[src/rtl/arb_requester_if.sv]
// arb_requester_if
//   Bundles the client job handshake, the arbiter request/grant pair and the
//   burst/status outputs of one arb_requester instance.
//   slave  : the requester itself (consumes jobs and grant, drives status)
//   master : the client/arbiter side (drives jobs and grant, observes status)
//
//   Job handshake: job_valid/job_len are offered by the client. A job is
//   transferred on the rising clock edge where job_valid && job_ready are both
//   high. job_ready never depends on job_valid, and a client that raises
//   job_valid keeps it and job_len stable until that transfer edge.
//
//   state_dbg mirrors the requester FSM state:
//   0=IDLE 1=REQ 2=OWN 3=GAP.
interface arb_requester_if #(
  parameter int LEN_W  = 4,
  parameter int QDEPTH = 2
);
  localparam int CNT_W = $clog2(QDEPTH) + 1;

  logic             job_valid;
  logic [LEN_W-1:0] job_len;
  logic             job_ready;
  logic [1:0]       grant;
  logic             req;
  logic             beat;
  logic             last;
  logic             done;
  logic             timeout;
  logic             grant_err;
  logic [CNT_W-1:0] q_count;
  logic [1:0]       state_dbg;

  modport slave (
    input  job_valid, job_len, grant,
    output job_ready, req, beat, last, done, timeout, grant_err, q_count,
           state_dbg
  );

  modport master (
    output job_valid, job_len, grant,
    input  job_ready, req, beat, last, done, timeout, grant_err, q_count,
           state_dbg
  );
endinterface

[src/rtl/arb_requester.sv]
// arb_requester
//   Requester-side agent for a two-input grant arbiter. Buffers burst jobs in
//   a small circular queue, raises req, waits for its own grant code, issues
//   job_len+1 beats (one per cycle), then drops req for one GAP cycle.
//   A grant wait longer than TIMEOUT cycles, or the grant vanishing mid-burst,
//   is reported with a one-cycle pulse and the head job is retried.
//
//   Ports:
//     clock : rising-edge clock
//     reset : asynchronous active-high reset
//     bus   : arb_requester_if.slave (job handshake, grant/req, beat/last/done,
//             timeout, grant_err, q_count, state_dbg)
module arb_requester #(
  parameter logic [1:0] GRANT_CODE = 2'b10,
  parameter int         LEN_W      = 4,
  parameter int         QDEPTH     = 2,
  parameter int         TIMEOUT    = 15
) (
  input  logic           clock,
  input  logic           reset,
  arb_requester_if.slave bus
);
  localparam int PTR_W  = $clog2(QDEPTH);
  localparam int CNT_W  = PTR_W + 1;
  localparam int WAIT_W = 8;

  typedef enum logic [1:0] {
    S_IDLE = 2'd0,
    S_REQ  = 2'd1,
    S_OWN  = 2'd2,
    S_GAP  = 2'd3
  } state_t;

  state_t             state_q, state_d;
  logic [WAIT_W-1:0]  wait_q, wait_d;
  logic [LEN_W-1:0]   beat_cnt_q, beat_cnt_d;
  logic               timeout_q, timeout_d;
  logic [LEN_W-1:0]   mem_q [QDEPTH];
  logic [LEN_W-1:0]   mem_d [QDEPTH];
  logic [PTR_W-1:0]   wr_ptr_q, wr_ptr_d;
  logic [PTR_W-1:0]   rd_ptr_q, rd_ptr_d;
  logic [CNT_W-1:0]   count_q, count_d;

  logic job_ready;
  logic push;
  logic pop;
  logic granted;
  logic beat;
  logic last;
  logic done;
  logic grant_err;

  // Full means not ready, even if the head is being popped this cycle.
  assign job_ready = (count_q != CNT_W'(QDEPTH));
  assign push      = bus.job_valid && job_ready;
  assign granted   = (bus.grant == GRANT_CODE);

  // Requester FSM: next state and per-cycle outputs.
  always_comb begin
    state_d    = state_q;
    wait_d     = wait_q;
    beat_cnt_d = beat_cnt_q;
    timeout_d  = 1'b0;
    pop        = 1'b0;
    beat       = 1'b0;
    last       = 1'b0;
    done       = 1'b0;
    grant_err  = 1'b0;
    unique case (state_q)
      S_IDLE: begin
        wait_d = '0;
        if (count_q != '0) state_d = S_REQ;
      end
      S_REQ: begin
        wait_d = wait_q + WAIT_W'(1);
        // A grant arriving in the expiry cycle still wins.
        if (granted) begin
          state_d    = S_OWN;
          beat_cnt_d = mem_q[rd_ptr_q];
        end else if (wait_q == WAIT_W'(TIMEOUT - 1)) begin
          state_d   = S_GAP;
          timeout_d = 1'b1;
        end
      end
      S_OWN: begin
        // Losing the grant outranks completion; the head stays queued.
        if (!granted) begin
          grant_err = 1'b1;
          state_d   = S_GAP;
        end else begin
          beat       = 1'b1;
          beat_cnt_d = beat_cnt_q - LEN_W'(1);
          if (beat_cnt_q == '0) begin
            last    = 1'b1;
            done    = 1'b1;
            pop     = 1'b1;
            state_d = S_GAP;
          end
        end
      end
      S_GAP: begin
        state_d = S_IDLE;
      end
      default: begin
        state_d = S_IDLE;
      end
    endcase
  end

  // Circular job queue; pointers wrap naturally since QDEPTH is a power of 2.
  always_comb begin
    mem_d    = mem_q;
    wr_ptr_d = wr_ptr_q;
    rd_ptr_d = rd_ptr_q;
    count_d  = count_q;
    if (push) begin
      mem_d[wr_ptr_q] = bus.job_len;
      wr_ptr_d        = wr_ptr_q + PTR_W'(1);
    end
    if (pop) rd_ptr_d = rd_ptr_q + PTR_W'(1);
    unique case ({push, pop})
      2'b10:   count_d = count_q + CNT_W'(1);
      2'b01:   count_d = count_q - CNT_W'(1);
      default: count_d = count_q;
    endcase
  end

  always_ff @(posedge clock or posedge reset) begin
    if (reset) begin
      state_q    <= S_IDLE;
      wait_q     <= '0;
      beat_cnt_q <= '0;
      timeout_q  <= 1'b0;
      wr_ptr_q   <= '0;
      rd_ptr_q   <= '0;
      count_q    <= '0;
      for (int i = 0; i < QDEPTH; i++) mem_q[i] <= '0;
    end else begin
      state_q    <= state_d;
      wait_q     <= wait_d;
      beat_cnt_q <= beat_cnt_d;
      timeout_q  <= timeout_d;
      wr_ptr_q   <= wr_ptr_d;
      rd_ptr_q   <= rd_ptr_d;
      count_q    <= count_d;
      mem_q      <= mem_d;
    end
  end

  // req is a pure decode of the registered state, so it is glitch-free.
  assign bus.req       = (state_q == S_REQ) || (state_q == S_OWN);
  assign bus.job_ready = job_ready;
  assign bus.beat      = beat;
  assign bus.last      = last;
  assign bus.done      = done;
  assign bus.timeout   = timeout_q;
  assign bus.grant_err = grant_err;
  assign bus.q_count   = count_q;
  assign bus.state_dbg = state_q;
endmodule

[src/flat_wrapper.sv]
// flat-port wrapper written by rule: the top's interface ports become plain ports
module arb_requester_flat 
#(
  parameter logic [1:0] GRANT_CODE = 2'b10,
  parameter int         LEN_W      = 4,
  parameter int         QDEPTH     = 2,
  parameter int         TIMEOUT    = 15
)
  (clock, reset, bus_job_valid, bus_job_len, bus_grant, bus_job_ready, bus_req, bus_beat, bus_last, bus_done, bus_timeout, bus_grant_err, bus_q_count, bus_state_dbg);
  arb_requester_if #(.LEN_W(LEN_W), .QDEPTH(QDEPTH)) bus_i ();
  input  logic clock;
  input  logic reset;
  input wire logic [$bits(bus_i.job_valid)-1:0] bus_job_valid;
  input wire logic [$bits(bus_i.job_len)-1:0] bus_job_len;
  input wire logic [$bits(bus_i.grant)-1:0] bus_grant;
  output wire logic [$bits(bus_i.job_ready)-1:0] bus_job_ready;
  output wire logic [$bits(bus_i.req)-1:0] bus_req;
  output wire logic [$bits(bus_i.beat)-1:0] bus_beat;
  output wire logic [$bits(bus_i.last)-1:0] bus_last;
  output wire logic [$bits(bus_i.done)-1:0] bus_done;
  output wire logic [$bits(bus_i.timeout)-1:0] bus_timeout;
  output wire logic [$bits(bus_i.grant_err)-1:0] bus_grant_err;
  output wire logic [$bits(bus_i.q_count)-1:0] bus_q_count;
  output wire logic [$bits(bus_i.state_dbg)-1:0] bus_state_dbg;
  assign bus_i.job_valid = bus_job_valid;
  assign bus_i.job_len = bus_job_len;
  assign bus_i.grant = bus_grant;
  assign bus_job_ready = bus_i.job_ready;
  assign bus_req = bus_i.req;
  assign bus_beat = bus_i.beat;
  assign bus_last = bus_i.last;
  assign bus_done = bus_i.done;
  assign bus_timeout = bus_i.timeout;
  assign bus_grant_err = bus_i.grant_err;
  assign bus_q_count = bus_i.q_count;
  assign bus_state_dbg = bus_i.state_dbg;
  arb_requester #(.GRANT_CODE(GRANT_CODE), .LEN_W(LEN_W), .QDEPTH(QDEPTH), .TIMEOUT(TIMEOUT)) u_core (.clock(clock), .reset(reset), .bus(bus_i));
endmodule
[config.mk]
export PLATFORM = sky130hd
export DESIGN_NAME = arb_requester_flat
export DESIGN_NICKNAME = d
export VERILOG_FILES = /design/src/rtl/arb_requester_if.sv /design/src/rtl/arb_requester.sv /design/src/flat_wrapper.sv
export SDC_FILE = /design/constraint.sdc
export NUM_CORES = 1
export LEC_CHECK = 0
export BUFFER_PORTS_ARGS = -buffer_cell sky130_fd_sc_hd__buf_2
export CELL_PAD_IN_SITES_DETAIL_PLACEMENT = 2
export CELL_PAD_IN_SITES_GLOBAL_PLACEMENT = 2
export CORE_MARGIN = 4
export CORE_UTILIZATION = 33
export DETAILED_ROUTE_END_ITERATION = 6
export PLACE_DENSITY_LB_ADDON = 0.12
export SLEW_MARGIN = 10
export SYNTH_ARGS = -nofsm -noshare
export SYNTH_HDL_FRONTEND = slang
export SYNTH_SLANG_ARGS = --single-unit
[constraint.sdc]
create_clock -name clock -period 1.9 [get_ports clock]
set_input_delay 0.19 -clock clock [delete_from_list [all_inputs] [get_ports clock]]
set_output_delay 0.19 -clock clock [all_outputs]
set_load 0.02 [all_outputs]
==> results_dict.tcl, run 1 <==
set metrics [dict create \
    drt_pass1_iterations 6 \
    antenna_cells 0 \
    cpMostUsedCell "buf_6" \
    rsz0062_at_grt "yes" \
    intPower_mw 1.75 \
    drive_gt1_share_pct 38.3 \
    finClkSkew_ns 0.00433 \
    ys_types 30 \
    wl_mm 3.84 \
    clkLatencyLatePin_ns 0.28 \
    dieHeight_um 74.1 \
    rr_startpoint "u_core.beat_cnt_q[1]$_DFFE_PP0P_" \
    fill_cells 441 \
    setup_ws_ns -0.0217 \
    outcome "finished, violations left" \
    clockBufferDepth 2 \
    min-delay-start "bus_job_len[1]" \
    cts_buffers 3 \
    die_x_um 74.1 \
    holdPathEnd "u_core.mem_q[1]$_DFFE_PP0P_" \
    leakage_nw 0.830 \
    path_clk_slew_ns 0.10 \
    critical_path_class "register to output pin" \
    p_seq_share_pct 33.8 \
    syn_nets 151 \
    antenna_found_initial 0 \
    seqCellArea_um2 677 \
    grt-ovfl-total 0 \
    cpPeakStageDelay_ns 0.41 \
    track_usage_pct 15.8 \
    ys_warn_count 0 \
    fin_nets 185 \
    fin_cells 217 \
    start_kind "register" \
    clockPowerShare_pct 11.4 \
    p_sw_mw 1.27 \
    synth-seq-cells 27 \
    violations "setup timing" \
    hold_viol 0 \
    wire_per_inst_um 17.7 \
    max-slew-margin-rel_pct 75.0 \
    num_rows 23 \
    setup_violations 3 \
    portBuffers 19 \
    yosysSeqAreaShare_pct 46.8 \
    required_ns 1.71 \
    wl_met2_mm 1.88 \
    worstPathCellList "inv_2 > ha_4 > or3b_4 > nor3_4 > buf_6 > buf_6" \
    drtIter0Drc 43 \
    worstReg2RegEnd "u_core.bus.q_count[1]$_DFFE_PP0P_" \
    ff2ff_setup_slack_ns -0.02 \
    initial_utilization_pct 35.1 \
    clock-root-buffer "clkbuf_8" \
    wl_met1_mm 1.78 \
    layout_commonest_cell "dfrtp_1" \
    syn_inst 134 \
    whs_path_depth 2 \
    ctsHtreeMaxLevel 1 \
    r2r_cells 9 \
    finalWeightedCongestion 0.716 \
    pwr-share-comb_pct 54.8 \
    grt_pass1_wl_mm 6.54 \
    synthFlopType "dfrtp_1" \
    drv_slew 0 \
    cp.buffers_inverters 3 \
    hp-class "input pin to register" \
    dp.cells 207 \
    synth_area_leaders "dfrtp_1 (47%), mux2_2 (9.4%), ha_1 (6.9%)" \
    ys_async_sr_fraction_pct 100 \
    worst_pin_slew_ns 0.376 \
    min_period_ns 1.92 \
    area_growth_pct 25.6 \
    cts.sinks 27 \
    cts_tree "done" \
    cp.arrival_ns 1.73 \
    final_cell_mix "dfrtp_1 (26), buf_2 (17), mux2_2 (12), buf_4 (12), nand2_1 (9)" \
    boundaryPins 20 \
    synth.largest_area_cell "dfrtp_1" \
    ir_drop_v 0.000639 \
    drc 0 \
    hpwl_mm 2.78 \
    wl_met3_um 121 \
    synth_area_um2 1440 \
    critPathTopFamily "simple AND/OR/NAND/NOR gates" \
    synth_edf_count 0 \
    cp_max_fo 3 \
    antenna_left 0 \
    vias_per_cell 5.24 \
    top_layer "met4" \
    slowest_stage "dfrtp_1" \
    max_clock_freq_mhz 520 \
    endpoint_kind "output pin" \
    switching_share_pct 42.2 \
    grt_pass1_vias 1289 \
    multi_input_area_um2 783 \
    core_area_um2 4120 \
    synth_top_area_share_pct 46.8 \
    cap_violations 0 \
    fin_crit_sh_pct 101 \
    synth.avg_cell_area_um2 10.8 \
    grt_max_degree 28 \
    die-area_um2 5500 \
    via_count 1138 \
    powerDensity_nw_per_um2 1660 \
    finalPower_mw 3.02 \
]
-- worst max-delay path by stage --
stage	from	to	slack, ns	depth (start not counted)
6_report	u_core.beat_cnt_q[1]$_DFFE_PP0P_	bus_done	-0.02	6
5_1_grt	u_core.beat_cnt_q[1]$_DFFE_PP0P_	u_core.bus.q_count[1]$_DFFE_PP0P_	-0.14	9
4_1_cts	u_core.beat_cnt_q[1]$_DFFE_PP0P_	bus_done	-0.01	6
3_5_place_dp	u_core.bus.state_dbg[0]$_DFFE_PP0P_	u_core.bus.q_count[1]$_DFFE_PP0P_	0.02	8
3_3_place_gp	u_core.beat_cnt_q[1]$_DFFE_PP0P_	u_core.bus.q_count[1]$_DFFE_PP0P_	0.10	8
2_1_floorplan	u_core.beat_cnt_q[1]$_DFFE_PP0P_	u_core.bus.q_count[1]$_DFFE_PP0P_	-0.06	8
-- layer usage --
metal / GRT usage (%) / vias to the layer above
li1: - / 535
met1: 21.8 / 577
met2: 25.9 / 22
met3: 2.03 / 4
met4: 4.83 / 0
met5: 0 / -
-- power groups by stage --
stage / clock network [mW] / logic [mW] / registers [mW]
2_1_floorplan: 0 / 1.05 / 1.03
3_3_place_gp: 0 / 1.49 / 1.00
3_5_place_dp: 0 / 1.58 / 1.03
4_1_cts: 0.357 / 1.66 / 1.03
5_1_grt: 0.377 / 1.85 / 1.07
6_report: 0.345 / 1.66 / 1.02
-- cell usage after synthesis, types with 2 or more instances --
cell	number
inv_1	7
o21ai_0	8
and2_1	2
nor2_1	6
a31oi_1	4
xnor2_1	3
a21oi_1	4
nand2b_1	7
ha_1	8
nand3_1	6
clkbuf_1	3
xor2_1	2
mux2_2	12
mux2i_1	7
nand4_1	3
nor2b_1	3
dfrtp_1	27
nor3_1	2
nand2_1	9
-- flip-flops by register name, summed over array words and instances (netlist names) --
signal	count
u_core.mem_q	8
u_core.wait_q	8
u_core.beat_cnt_q	4
u_core.bus.q_count	2
u_core.bus.state_dbg	2
u_core.bus.timeout	1
u_core.rd_ptr_q	1
u_core.wr_ptr_q	1
-- cell type report --
cell class                      count  area share [%]
Multi-Input combinational cell     96            43.2
Sequential cell                    27            37.3
Timing Repair Buffer               33            12.1
Tap cell                           50            3.45
Clock buffer                        3            2.28
Inverter                            7            1.45
Clock inverter                      1           0.276
-- metrics by stage --
step                      util, %  cell area (µm²)  hold slack, ns  setup slack [ns]  setup TNS, ns
after floorplan                 -             1490           0.243           -0.0584        -0.0584
after global placement       40.9             1680           0.270             0.103              0
after detailed placement     40.9             1680           0.289            0.0205              0
after CTS                    43.7             1800           0.146           -0.0139        -0.0266
after global routing         44.1             1810           0.150            -0.140         -0.484
final                        44.1             1810           0.148           -0.0217        -0.0578
-- cell families after synthesis --
kind of cell,after synthesis,synth area share (%)
buf+inv,11,3.12
mux,20,15.3
simple gates,43,16.2
xor+xnor,5,3.03
compound gates,20,8.67
flops,27,46.8
fa+ha+maj,8,6.93
-- what timing repair did --
action	4_1_cts	5_1_grt
endpoints found under the setup margin	3	6
pin swaps	1	3
hold endpoints to repair	27	0
hold buffers	1	0
gates cloned	0	0
resized for setup	8	2
setup buffers	4	1
(Power assumes the default switching activity.)
==> run 2: changes to the inputs <==
- BUFFER_PORTS_ARGS: -buffer_cell sky130_fd_sc_hd__buf_2 -> -buffer_cell sky130_fd_sc_hd__buf_4
- CORE_ASPECT_RATIO: not set -> 1.2
==> results_dict.tcl, run 2 (synthesis results as in run 1) <==
set metrics [dict create \
    hp-class "input pin to register" \
    antenna_left 0 \
    biggestRegsByFlops "u_core.mem_q x8, u_core.wait_q x8, u_core.beat_cnt_q x4" \
    ctsHtreeMaxLevel 1 \
    cpPeakStageDelay_ns 0.41 \
    drt_pass1_iterations 3 \
    worst_pin_slew_ns 0.392 \
    grt_max_degree 28 \
    max-slew-margin-rel_pct 73.8 \
    cts_tree "done" \
    grt_pass1_wl_mm 6.54 \
    antenna_found_initial 0 \
    intPower_mw 1.83 \
    clkLatencyLatePin_ns 0.28 \
    pwr-share-comb_pct 57.0 \
    layout_commonest_cell "buf_4" \
    drtIter0Drc 18 \
    num_rows 26 \
    cp.arrival_ns 1.72 \
    cp_max_fo 3 \
    drc 0 \
    clockBufferDepth 2 \
    cts.sinks 27 \
    p_seq_share_pct 32.2 \
    whs_path_depth 2 \
    drv_slew 0 \
    place_ws_ns 0.0197 \
    vias_per_cell 4.99 \
    cts_buffers 3 \
    clockPowerShare_pct 10.8 \
    hold_viol 0 \
    grt-ovfl-total 0 \
    r2r_cells 8 \
    die-area_um2 5500 \
    cpMostUsedCell "buf_6" \
    fin_util_pct 44.4 \
    finalWeightedCongestion 0.775 \
    wire_per_inst_um 16.9 \
    holdPathEnd "u_core.mem_q[6]$_DFFE_PP0P_" \
    setup_violations 3 \
    hpwl_mm 2.85 \
    p_sw_mw 1.27 \
    outcome "finished, violations left" \
    cp.buffers_inverters 3 \
    powerDensity_nw_per_um2 1650 \
    setup_ws_ns -0.0114 \
    path_clk_slew_ns 0.10 \
    min_period_ns 1.91 \
    track_usage_pct 16.3 \
    via_count 1132 \
    worstReg2RegEnd "u_core.bus.q_count[1]$_DFFE_PP0P_" \
    fin_crit_sh_pct 101 \
    fin_nets 189 \
    wl_mm 3.83 \
    final_cell_mix "buf_4 (33), dfrtp_1 (26), mux2_2 (12), nand2_1 (9), o21ai_0 (8)" \
    leakage_nw 0.856 \
    die_x_um 68.4 \
    switching_share_pct 40.8 \
    boundaryPins 20 \
    core_area_um2 4230 \
    critical_path_class "register to output pin" \
    grt_pass1_vias 1283 \
    initial_utilization_pct 34.1 \
    ff2ff_setup_slack_ns 0 \
    rr_startpoint "u_core.beat_cnt_q[0]$_DFFE_PP0P_" \
    finClkSkew_ns 0.00581 \
    min-delay-start "bus_job_len[2]" \
    max_clock_freq_mhz 523 \
    drive_gt1_share_pct 39.2 \
    portBuffers 19 \
    start_kind "register" \
    endpoint_kind "output pin" \
    ir_drop_v 0.000542 \
    cap_violations 0 \
    violations "setup timing" \
    rsz0062_at_grt "yes" \
    critPathTopFamily "simple AND/OR/NAND/NOR gates" \
    clock-root-buffer "clkbuf_8" \
    antenna_cells 0 \
    required_ns 1.71 \
    area_growth_pct 30.2 \
    worstPathCellList "inv_2 > ha_4 > or3b_4 > nor3_4 > buf_6 > buf_6" \
    slowest_stage "dfrtp_1" \
    dieHeight_um 80.5 \
]
-- run 2: what timing repair did --
action                     in CTS  in global routing
hold endpoints to repair       27                  0
cloned                          0                  0
buffers inserted                7                  1
gates resized for setup         3                  3
setup endpoints to repair       3                  5
pin swaps                       1                  4
hold buffers                    1                  0
-- run 2: final cells by class --
type	instances	area, µm²
clock buffer	3	41.3
clock inverter	1	5.00
tap	56	70.1
fill	465	2350
timing repair buffer	37	292
inverter	7	26.3
multi-input combinational	96	768
sequential	27	677
-- run 2: stage by stage --
stage | instances | power, mW | instance area (µm²) | setup TNS, ns | hold WS [ns]
5_1_grt | 227 | 3.39 | 1880 | -0.342 | 0.135
4_1_cts | 226 | 3.12 | 1860 | 0 | 0.139
3_3_place_gp | 214 | 2.59 | 1750 | 0 | 0.286
2_1_floorplan | 134 | 2.08 | 1490 | -0.0584 | 0.243
6_report | 227 | 3.10 | 1880 | -0.0214 | 0.148
3_5_place_dp | 214 | 2.69 | 1750 | 0 | 0.294
-- run 2: power groups by stage --
stage                     logic, mW  registers, mW  clock network [mW]
final                          1.77          0.998               0.335
after global routing           1.96           1.04               0.383
after CTS                      1.76           1.00               0.358
after detailed placement       1.68           1.01                   0
after global placement         1.59          0.993                   0
after floorplan                1.05           1.03                   0
-- run 2: worst max path at each step --
stage                     slack, ns                           endpoint  cells past startpoint                             start
final                         -0.01                           bus_last                      6  u_core.beat_cnt_q[0]$_DFFE_PP0P_
after global routing          -0.11  u_core.bus.q_count[1]$_DFFE_PP0P_                      8  u_core.beat_cnt_q[0]$_DFFE_PP0P_
after CTS                     0.002                           bus_done                      6  u_core.beat_cnt_q[1]$_DFFE_PP0P_
after detailed placement       0.02  u_core.bus.q_count[1]$_DFFE_PP0P_                      7  u_core.beat_cnt_q[1]$_DFFE_PP0P_
after global placement          0.1  u_core.bus.q_count[1]$_DFFE_PP0P_                      8  u_core.beat_cnt_q[1]$_DFFE_PP0P_
after floorplan               -0.06  u_core.bus.q_count[1]$_DFFE_PP0P_                      8  u_core.beat_cnt_q[1]$_DFFE_PP0P_
-- run 2: metal layers --
| metal | global-route usage [%] | share of wire, % |
|---|---|---|
| met5 | 0 | 0 |
| met4 | 4.77 | 1.2 |
| met3 | 2.10 | 1.0 |
| met2 | 30.6 | 59 |
| met1 | 18.3 | 39 |
==> run 3: changes to the inputs <==
- CORE_UTILIZATION: 33 -> 36
- CTS_CLUSTER_DIAMETER: not set -> 150
- clock period: 1.9 -> 1.83 ns (I/O delays scaled with it)
==> results_dict.tcl, run 3 (synthesis results as in run 1) <==
set metrics [dict create \
    outcome "finished, violations left" \
    violations "setup timing" \
    antenna_cells 0 \
    use_met1_pct 17.7 \
    finalPower_mw 3.21 \
    drc 0 \
    via_count 1109 \
    antenna_found_initial 0 \
    biggestRegsByFlops "u_core.mem_q x8, u_core.wait_q x8, u_core.beat_cnt_q x4" \
    fin_tns_setup_ns -0.159 \
    p_sw_mw 1.33 \
    dpl_cell_area_um2 1750 \
    hp-class "input pin to register" \
    clockBufferDepth 2 \
    cp_max_fo 3 \
    cts.sinks 27 \
    initial_utilization_pct 38.5 \
    dp.cells 211 \
    layout_commonest_cell "buf_4" \
    drive_gt1_share_pct 39.4 \
    final_cell_area_um2 1870 \
    antenna_left 0 \
    ir_drop_v 0.000602 \
    slowest_stage "dfrtp_1" \
    die-area_um2 5090 \
    final_cell_mix "buf_4 (32), dfrtp_1 (26), mux2_2 (12), nand2_1 (9), o21ai_0 (8)" \
    use_met2_pct 33.3 \
    finClkSkew_ns 0.00192 \
    drtIter0Drc 26 \
    switching_share_pct 41.3 \
    drv_slew 0 \
    cts_buffers 3 \
    start_kind "register" \
    clkLatencyLatePin_ns 0.27 \
    clock-root-buffer "clkbuf_8" \
    worstPathCellList "inv_2 > ha_4 > or3b_4 > nor3_4 > buf_6 > buf_6" \
    cts_tree "done" \
    grt-ovfl-total 0 \
    wl_mm 3.87 \
    min_period_ns 1.88 \
    setup_ws_ns -0.0492 \
    wire_per_inst_um 17.4 \
    pwr-share-comb_pct 56.5 \
    fin_cells 222 \
    powerDensity_nw_per_um2 1710 \
    fin_util_pct 49.9 \
    rsz0062_at_grt "yes" \
    drt_pass1_iterations 4 \
    portBuffers 19 \
    path_clk_slew_ns 0.10 \
    die_x_um 65.8 \
    finalWeightedCongestion 0.859 \
    fin_crit_sh_pct 103 \
    place_ws_ns -0.0259 \
    intPower_mw 1.88 \
    cpPeakStageDelay_ns 0.40 \
    grt_pass1_wl_mm 6.56 \
    max_clock_freq_mhz 532 \
    met3_usage_pct 2.31 \
    core_area_um2 3750 \
    grt_max_degree 28 \
    grt_pass1_vias 1347 \
    fin_nets 188 \
    boundaryPins 20 \
    cp.arrival_ns 1.70 \
    area_growth_pct 29.8 \
    worst_pin_slew_ns 0.414 \
    cpMostUsedCell "buf_6" \
    leakage_nw 0.856 \
    num_rows 24 \
    fill_cells 397 \
    ctsHtreeMaxLevel 1 \
    endpoint_kind "output pin" \
    required_ns 1.65 \
    holdWs_ns 0.145 \
    dieHeight_um 77.4 \
    p_seq_share_pct 32.5 \
    clockPowerShare_pct 10.9 \
    max-slew-margin-rel_pct 72.3 \
    hpwl_mm 2.96 \
    vias_per_cell 5.00 \
    track_usage_pct 16.7 \
    critical_path_class "register to output pin" \
    grt-busiest-layer "met2" \
    hold_viol 0 \
    ff2ff_setup_slack_ns -0.04 \
    setup_violations 4 \
    cap_violations 0 \
]
[run 3: what timing repair did]
item | in CTS | in global routing
buffers inserted | 4 | 2
hold buffers | 1 | 0
pin swaps | 5 | 2
endpoints found under the setup margin | 3 | 5
endpoints found under the hold margin | 27 | 0
resized for setup | 6 | 1
[run 3: worst max-delay path, delay by kind of cell (launching register included)]
family / cells / cell delay [ns]
adder cells (fa/ha/maj): 1 / 0.14
buffers and inverters: 3 / 0.34
flip-flops: 1 / 0.40
AND/OR/NAND/NOR: 2 / 0.55
[run 3: worst paths after layout]
kind | start | to | depth (start not counted)
max reg2reg | u_core.beat_cnt_q[0]$_DFFE_PP0P_ | u_core.bus.q_count[1]$_DFFE_PP0P_ | 9
min | bus_job_len[0] | u_core.mem_q[0]$_DFFE_PP0P_ | 2
max | u_core.beat_cnt_q[0]$_DFFE_PP0P_ | bus_last | 6
min reg2reg | u_core.wait_q[6]$_DFFE_PP0P_ | u_core.wait_q[6]$_DFFE_PP0P_ | 1
min in group asynchronous | reset | u_core.wait_q[3]$_DFFE_PP0P_ | 4
max in group asynchronous | reset | u_core.bus.state_dbg[0]$_DFFE_PP0P_ | 4
[run 3: final cells by class]
type                    count  area [µm²]  area share [%]
clock buffers               3        41.3            2.20
clock inverters             1        5.00           0.267
inverters                   7        26.3            1.40
multi-input cells          96         776            41.4
flip-flops and latches     27         677            36.1
well taps                  52        65.1            3.47
repair buffers             36         284            15.2
[run 3: power by group through the flow]
stage	logic (mW)	registers, mW	clock network, mW
after floorplan	1.09	1.07	0
after global placement	1.65	1.03	0
after detailed placement	1.75	1.05	0
after CTS	1.80	1.05	0.365
after global routing	2.02	1.08	0.388
final	1.82	1.04	0.350
[run 3: per-layer routing]
| layer | share of wire, % | vias up | routed length [µm] |
|---|---|---|---|
| li1 | - | 539 | - |
| met1 | 38 | 564 | 1480 |
| met2 | 60 | 4 | 2320 |
| met3 | 1.4 | 2 | 53 |
| met4 | 0.54 | 0 | 21 |
| met5 | 0 | - | 0 |
